==> config.mk <==
export PLATFORM = sky130hd
export DESIGN_NAME = led_pattern_sequencer
export DESIGN_NICKNAME = d
export VERILOG_FILES = /design/src/rtl/led_pattern_sequencer.sv
export SDC_FILE = /design/constraint.sdc
export NUM_CORES = 1
export LEC_CHECK = 0
export CAP_MARGIN = 15
export CORE_ASPECT_RATIO = 0.7
export CORE_MARGIN = 4
export CORE_UTILIZATION = 29
export DETAILED_ROUTE_END_ITERATION = 6
export GPL_ROUTABILITY_DRIVEN = 0
export GPL_TIMING_DRIVEN = 0
export PLACE_DENSITY_LB_ADDON = 0.15
export SYNTH_ARGS = -nofsm -noshare
export SYNTH_HDL_FRONTEND = slang
export SYNTH_SLANG_ARGS = --single-unit
==> constraint.sdc <==
create_clock -name clk -period 8 [get_ports clk]
set_clock_uncertainty 0.2 [all_clocks]
set_input_delay 1.6 -clock clk [delete_from_list [all_inputs] [get_ports clk]]
set_output_delay 1.6 -clock clk [all_outputs]
set_load 0.05 [all_outputs]
==> src/rtl/led_pattern_sequencer.sv <==
// LED pattern sequencer: synchronises two push-buttons (mode, speed), runs a
// speed-scaled tick prescaler and advances a ring / ping-pong / binary LED pattern.
module led_pattern_sequencer #(
    parameter int DIV_BASE = 1_000_000,
    parameter int LED_W    = 16
) (
    input  logic             clk,
    input  logic             reset_p,
    input  logic             btn_mode,
    input  logic             btn_speed,
    input  logic             pause,
    output logic [LED_W-1:0] led,
    output logic [1:0]       mode,
    output logic [1:0]       speed,
    output logic             tick
);

    // Four extra bits cover the largest period, DIV_BASE << 3.
    localparam int                CNT_W   = $clog2(DIV_BASE) + 4;
    localparam logic [CNT_W-1:0]  BASE    = CNT_W'(DIV_BASE);
    localparam logic [CNT_W-1:0]  CNT_ONE = CNT_W'(1);
    localparam logic [LED_W-1:0]  LED_ONE = LED_W'(1);

    localparam logic [1:0] MODE_RING_L   = 2'd0;
    localparam logic [1:0] MODE_RING_R   = 2'd1;
    localparam logic [1:0] MODE_PINGPONG = 2'd2;
    localparam logic [1:0] MODE_COUNT    = 2'd3;

    typedef enum logic {
        DIR_LEFT  = 1'b0,
        DIR_RIGHT = 1'b1
    } dir_t;

    logic [2:0]       mode_sync;
    logic [2:0]       speed_sync;
    logic             mode_edge;
    logic             speed_edge;

    logic [CNT_W-1:0] cnt_q,   cnt_d;
    logic [LED_W-1:0] led_q,   led_d;
    logic [1:0]       mode_q,  mode_d;
    logic [1:0]       speed_q, speed_d;
    dir_t             dir_q,   dir_d;
    logic             tick_q,  tick_d;

    logic [CNT_W-1:0] period_last;
    logic [LED_W-1:0] led_adv;
    dir_t             dir_adv;
    logic [1:0]       mode_inc;

    // Bit 0 is the metastability catcher; the edge is taken between bits 1 and 2.
    always_ff @(posedge clk or posedge reset_p) begin
        if (reset_p) begin
            mode_sync  <= '0;
            speed_sync <= '0;
        end else begin
            mode_sync  <= {mode_sync[1:0], btn_mode};
            speed_sync <= {speed_sync[1:0], btn_speed};
        end
    end

    assign mode_edge   = mode_sync[1] & ~mode_sync[2];
    assign speed_edge  = speed_sync[1] & ~speed_sync[2];
    assign period_last = (BASE << speed_q) - CNT_ONE;
    assign mode_inc    = mode_q + 2'd1;

    always_ff @(posedge clk or posedge reset_p) begin
        if (reset_p) begin
            cnt_q   <= '0;
            led_q   <= LED_ONE;
            mode_q  <= MODE_RING_L;
            speed_q <= 2'd0;
            dir_q   <= DIR_LEFT;
            tick_q  <= 1'b0;
        end else begin
            cnt_q   <= cnt_d;
            led_q   <= led_d;
            mode_q  <= mode_d;
            speed_q <= speed_d;
            dir_q   <= dir_d;
            tick_q  <= tick_d;
        end
    end

    // Pattern step for one tick; one-hot modes recover to bit 0 if corrupted.
    always_comb begin
        led_adv = led_q;
        dir_adv = dir_q;
        if (mode_q != MODE_COUNT && !$onehot(led_q)) begin
            led_adv = LED_ONE;
            dir_adv = DIR_LEFT;
        end else begin
            case (mode_q)
                MODE_RING_L: led_adv = {led_q[LED_W-2:0], led_q[LED_W-1]};
                MODE_RING_R: led_adv = {led_q[0], led_q[LED_W-1:1]};
                MODE_PINGPONG: begin
                    if (dir_q == DIR_LEFT) begin
                        if (led_q[LED_W-1]) begin
                            dir_adv = DIR_RIGHT;
                            led_adv = led_q >> 1;
                        end else begin
                            led_adv = led_q << 1;
                        end
                    end else begin
                        if (led_q[0]) begin
                            dir_adv = DIR_LEFT;
                            led_adv = led_q << 1;
                        end else begin
                            led_adv = led_q >> 1;
                        end
                    end
                end
                default: led_adv = led_q + LED_ONE;
            endcase
        end
    end

    // Button edges take priority over the prescaler and suppress that cycle's tick.
    always_comb begin
        cnt_d   = cnt_q;
        led_d   = led_q;
        mode_d  = mode_q;
        speed_d = speed_q;
        dir_d   = dir_q;
        tick_d  = 1'b0;
        if (mode_edge || speed_edge) begin
            cnt_d = '0;
            if (mode_edge) begin
                mode_d = mode_inc;
                led_d  = (mode_inc == MODE_COUNT) ? '0 : LED_ONE;
                dir_d  = DIR_LEFT;
            end
            if (speed_edge) begin
                speed_d = speed_q + 2'd1;
            end
        end else if (!pause) begin
            if (cnt_q == period_last) begin
                cnt_d  = '0;
                led_d  = led_adv;
                dir_d  = dir_adv;
                tick_d = 1'b1;
            end else begin
                cnt_d = cnt_q + CNT_ONE;
            end
        end
    end

    assign led   = led_q;
    assign mode  = mode_q;
    assign speed = speed_q;
    assign tick  = tick_q;

endmodule

# Yosys cells after proc, flatten, opt, wreduce, memory -nomap -nowiden
# Cells that the tools add are included.
totals:
  inputBits: 5
  out_inout_bits: 21
  regBits: 52
  word_cells: 76
classes:
  shift: 1
  n_reduce_logical: 10
  add_sub_neg: 20
  eq_ne: 8
  bitwise_logic: 4
  muxes: 25
ops:
  columns: ["cell", "count"]
  rows:
  - ["$mux W16", 8]
  - ["$mux W24", 3]
  - ["$pmux W16 S3", 1]
  - ["$add A24 B1 Y24 const B", 1]
  - ["$eq A24 B24 Y1", 1]
  - ["$shl A20 B2 Y24 const A", 1]
  - ["$sub A24 B1 Y24 const B", 1]
  - ["$add A1 B1 Y2", 8]
  - ["$add A16 B1 Y16 const B", 1]
  - ["$mux W1", 13]
  - ["$add A2 B2 Y3", 4]
  - ["$add A3 B3 Y4", 2]
  - ["$add A4 B4 Y5", 1]
  - ["$eq A5 B1 Y1 const B", 1]
  - ["$add A2 B1 Y2 const B", 2]
  - ["$eq A2 B2 Y1 const B", 2]
  - ["$ne A2 B2 Y1 const B", 2]
  - ["$reduce_and A2 Y1", 2]
  - ["$reduce_and A4 Y1", 1]
  - ["$reduce_and A3 Y1", 1]
  - ["$reduce_bool A3 Y1", 1]
  - ["$and A1 B1 Y1", 2]
  - ["$eq A2 B1 Y1 const B", 1]
  - ["$logic_not A2 Y1", 1]
  - ["6 further kinds", 7]

# Logic depth before layout (Yosys ltp)
depth:
  word_depth: 11
  ltp_mapped: 17
  mapped_depth_nobuf: 15

# Worst setup path after synthesis
# No wires, ideal clock.
synth_path:
  path_type: "reg-to-reg"
  startpoint: "reg led_q[5] (netlist: led[5])"
  endpoint: "reg led_q[8] (netlist: led[8])"
  arrival_time_ns: 4.870
  t_required_ns: 7.667
  stages_incl_launch_ff: 18
  synth_period_minus_slack_ns: 5.202
  n_path_buf: 2
  setup_slack_ns: 2.798
  setup_ns: 0.133
  path_cell_list: "dfrtp_1 clkbuf_1 inv_1 fa_1 inv_1 fa_1 fa_1 inv_1 fa_1 inv_1 ha_1 fa_1 and3_1 o221ai_1 clkbuf_1 nor2_1 a31oi_1 o31ai_1"
synth_between:
  elab_chain_cells: 11
  word_cells_on_any_way: 13
  cone_classes: "add/sub (5); eq/ne (1); mux (5); reduce/logical (2)"
synth_lines:
  columns: ["item", "line", "rtl"]
  rows:
  - ["from (decl)", "40", "logic [LED_W-1:0] led_q, led_d;"]
  - ["from (signal assigned)", "77", "led_q <= led_d;"]
  - ["$add A1 B1 Y2 (implied by the code)", "89", "if (mode_q != MODE_COUNT && !$onehot(led_q)) begin"]
  - ["$add A2 B2 Y3 (implied by the code)", "89", null]
  - ["$add A3 B3 Y4 (implied by the code)", "89", null]
  - ["$add A4 B4 Y5 (implied by the code)", "89", null]
  - ["$eq A5 B1 Y1", "89", null]
  - ["$logic_not A1 Y1", "89", null]
  - ["$logic_and A1 B1 Y1", "89", null]
  - ["$mux W16 (*)", "89", null]
  - ["$mux W16 (*)", "137", "if (cnt_q == period_last) begin"]
  - ["$mux W16 (*)", "136", "end else if (!pause) begin"]
  - ["$mux W16 (*)", "126", "if (mode_edge || speed_edge) begin"]
# Every way passes the cells marked *; elsewhere a longest branch is shown, timed or not. The select of a mux whose other input is x is not followed.
# A chain may end at the register's enable or synchronous reset.

# Final worst setup path
# Ends and elaborated chain as after synthesis.

==> results.yml <==
synthesis:
  synthArstFlopShare_pct: 100.0
  ys_seq_area_share_pct: 35.15
  netlist.top_cell.by_area: "dfrtp_1"
  synth-seq-cells: 52
  synth_cell_types: 51
  synth_top_cell_area_share_pct: 34.44
  synth_nets: 435
  yosysWarningCount: 0
  avgSynthCellArea_um2: 9.288
  synth_cells: 399
  synth_ff_type: "dfrtp_1"
  syn_area_um2: 3706
  synth_edf_count: 0
  yosys-top-cells-area: "dfrtp_1 (34%), ha_1 (7.1%), fa_1 (5.4%)"
outcome:
  status: "finished clean"
detailed_routing:
  viasPerCell: 5.293
  drt-initial-drc-count: 317
  drt_wl_total_mm: 10.44
  drc: 0
  first_pass_iters: 5
  num_vias: 3139
  wire_per_inst_um: 17.60
  final_antenna_net_count: 0
critical_path:
  crit_path_start_kind: "flop"
  cp_slowest_cell: "o221ai_1"
  worstPathCellList: "clkbuf_1, inv_1, fa_1, inv_1, fa_1, fa_1, inv_1, fa_1, inv_1, ha_1, fa_1, nor4b_1, o221ai_1, clkbuf_1, nor2_1, a31oi_1, o31ai_1"
  crit_buf_inv: 6
  reg2reg_from: "led[5]$_DFFE_PP0P_"
  crit_family: "adder cells"
  worstPathRequired_ps: 7960
  reg2reg_depth: 17
  critPathMaxFanout: 10
  endpoint_kind: "flop"
  criticalPathCategory: "flop to flop"
  cpMostUsedCell: "fa_1"
  r2r_setup_slack_ps: 2270
  r2r_end: "led[8]$_DFFE_PP0P_"
  slowest_delay_ps: 820
  critPathArrivalTime_ps: 5680
grt:
  gr-total-overflow: 0
  grt_start_max_net_pins: 39
  track_usage_pct: 14.63
  antenna_found_initial: 0
  grt_pass1_wl_mm: 16.88
  grt_pass1_vias: 3010
floorplanning:
  coreArea_um2: 12460
  chipWidth_um: 143.1
  io_pins: 26
  num_rows: 34
  die_h_um: 102.6
  dieArea_um2: 14680
  start_util_pct: 29.73
cts:
  cts.sinks: 52
  insertion_delay_ps: 290
  cts-root-buf: "clkbuf_16"
  cts_buffer_depth: 2
  cts_tree: "done"
  cts_buffers: 5
  postCtsResizedCells: 0
  htree_levels: 2
  path_clk_slew_ps: 70
  post-cts-setup-buffers: 0
  hold_buffers: 0
sta:
  tightest_slew_ps: 1049
  period_share_pct: 71.56
  setup_viol: 0
  slew_viol_final: 0
  relSlewSlack_pct: 30.05
  final.setup.tns_ps: 0
  rsz0062_at_grt: "false"
  period_minus_slack_ps: 5725
  final-hold-violation-count: 0
  clock.fmax_ghz: 0.1747
finish:
  areaGrowthSynthToFinish_pct: 17.49
  finish.net_count: 467
  num_antenna_cells: 0
  fill_cells: 1293
  finalInstanceArea_um2: 4354
  multi_input_comb_area_um2: 2176
  seq_area_um2: 1303
  drive_above_1_share_pct: 4.872
hold_path:
  whs_path_depth: 0
  holdPathEnd: "mode_sync[1]$_DFF_PP0_"
  hp-start: "mode_sync[0]$_DFF_PP0_"
  min_path_type: "flop to flop"
placed_design:
  io_buffers: 24
  postPlaceCellArea_um2: 4169
  dpl.hpwl_mm: 7.754
run:
  cap_violations: 0
-- kinds of logic after synthesis --
group,Yosys count,synth area share (%)
simple gates,129,18.37
compound gates,100,20.46
buf+inv,56,6.144
flops,52,35.15
fa+ha+maj,31,12.49
xor+xnor,30,7.090
mux,1,0.3038
-- area by class of cell --
type                       count  share of cell area, %
clock inverter                 2                  1.379
timing repair buffer          25                  5.977
multi-input combinational    291                  49.97
clock buffer                   5                  2.874
tap                          162                  4.655
sequential                    52                  29.91
inverter                      35                  3.017
buffer                        21                  2.213
-- metal layers --
layer	routed length [um]	GRT usage, %	up-vias
met4	86	3.214	0
met1	5759	24.54	1545
met5	0	0	-
met2	3968	18.25	91
met3	622	3.199	6
li1	-	-	1497
-- worst max-delay path by stage --
stage	startpoint	to	slack [ps]	depth (start not counted)
2_1_floorplan	led[5]$_DFFE_PP0P_	led[8]$_DFFE_PP0P_	2800	17
3_3_place_gp	led[5]$_DFFE_PP0P_	led[8]$_DFFE_PP0P_	2370	17
3_5_place_dp	led[5]$_DFFE_PP0P_	led[8]$_DFFE_PP0P_	2330	17
4_1_cts	led[5]$_DFFE_PP0P_	led[8]$_DFFE_PP0P_	2320	17
5_1_grt	led[5]$_DFFE_PP0P_	led[8]$_DFFE_PP0P_	2040	17
6_report	led[5]$_DFFE_PP0P_	led[8]$_DFFE_PP0P_	2270	17
-- cell usage in the layout (no fill, tap or decap), drive strengths merged, types with 7 or more instances in the layout --
cell,Yosys,routed
nand2,22,22
nand4,7,7
xor2,16,16
a21oi,18,18
and3,13,13
o22a,12,12
inv,35,35
nor2,40,40
xnor2,14,14
nand3,17,17
a311oi,11,11
o21ai,8,8
dfrtp,51,51
fa,10,10
clkdlybuf4s50,0,24
clkbuf,17,22
ha,21,21
a221oi,15,15
-- worst reg2reg max path, cell delays in order (launching register included) --
cell and delay (ps):
dfrtp_1 350, clkbuf_1 340, inv_1 120, fa_1 540
inv_1 40, fa_1 460, fa_1 510, inv_1 50
fa_1 470, inv_1 40, ha_1 200, fa_1 490
nor4b_1 60, o221ai_1 820, clkbuf_1 540, nor2_1 110
a31oi_1 160, o31ai_1 90
-- sequential cells by signal, summed over array words and instances (netlist names) --
| register | flops |
|---|---|
| dir_q | 1 |
| led | 16 |
| speed | 2 |
| tick | 1 |
| cnt_q | 24 |
| mode_sync | 3 |
| mode | 2 |
| speed_sync | 3 |
-- metrics by stage --
step           utilization (%)  hold slack, ps  setup slack [ps]  instances
2_1_floorplan                -           131.2              2798        399
3_3_place_gp             33.29           131.7              2369        585
3_5_place_dp             33.45           136.5              2330        586
4_1_cts                  34.93           153.8              2320        593
5_1_grt                  34.93           170.4              2036        593
6_report                 34.93           149.1              2275        593
-- synthesized netlist by cell type (all sizes together) (5+ instances only) --
library cell	number
a21oi	18
a311oi	11
and2	5
nand2	22
nand3	17
o22a	12
ha	21
nand4	7
xor2	16
o21ai	8
dfrtp	51
and3	13
a221oi	15
nor2b	6
nor2	40
clkbuf	17
a31oi	6
fa	10
inv	35
xnor2	14
Power is not shown: default switching activity piles up to over one toggle a cycle in this logic, so the estimate is an artifact.
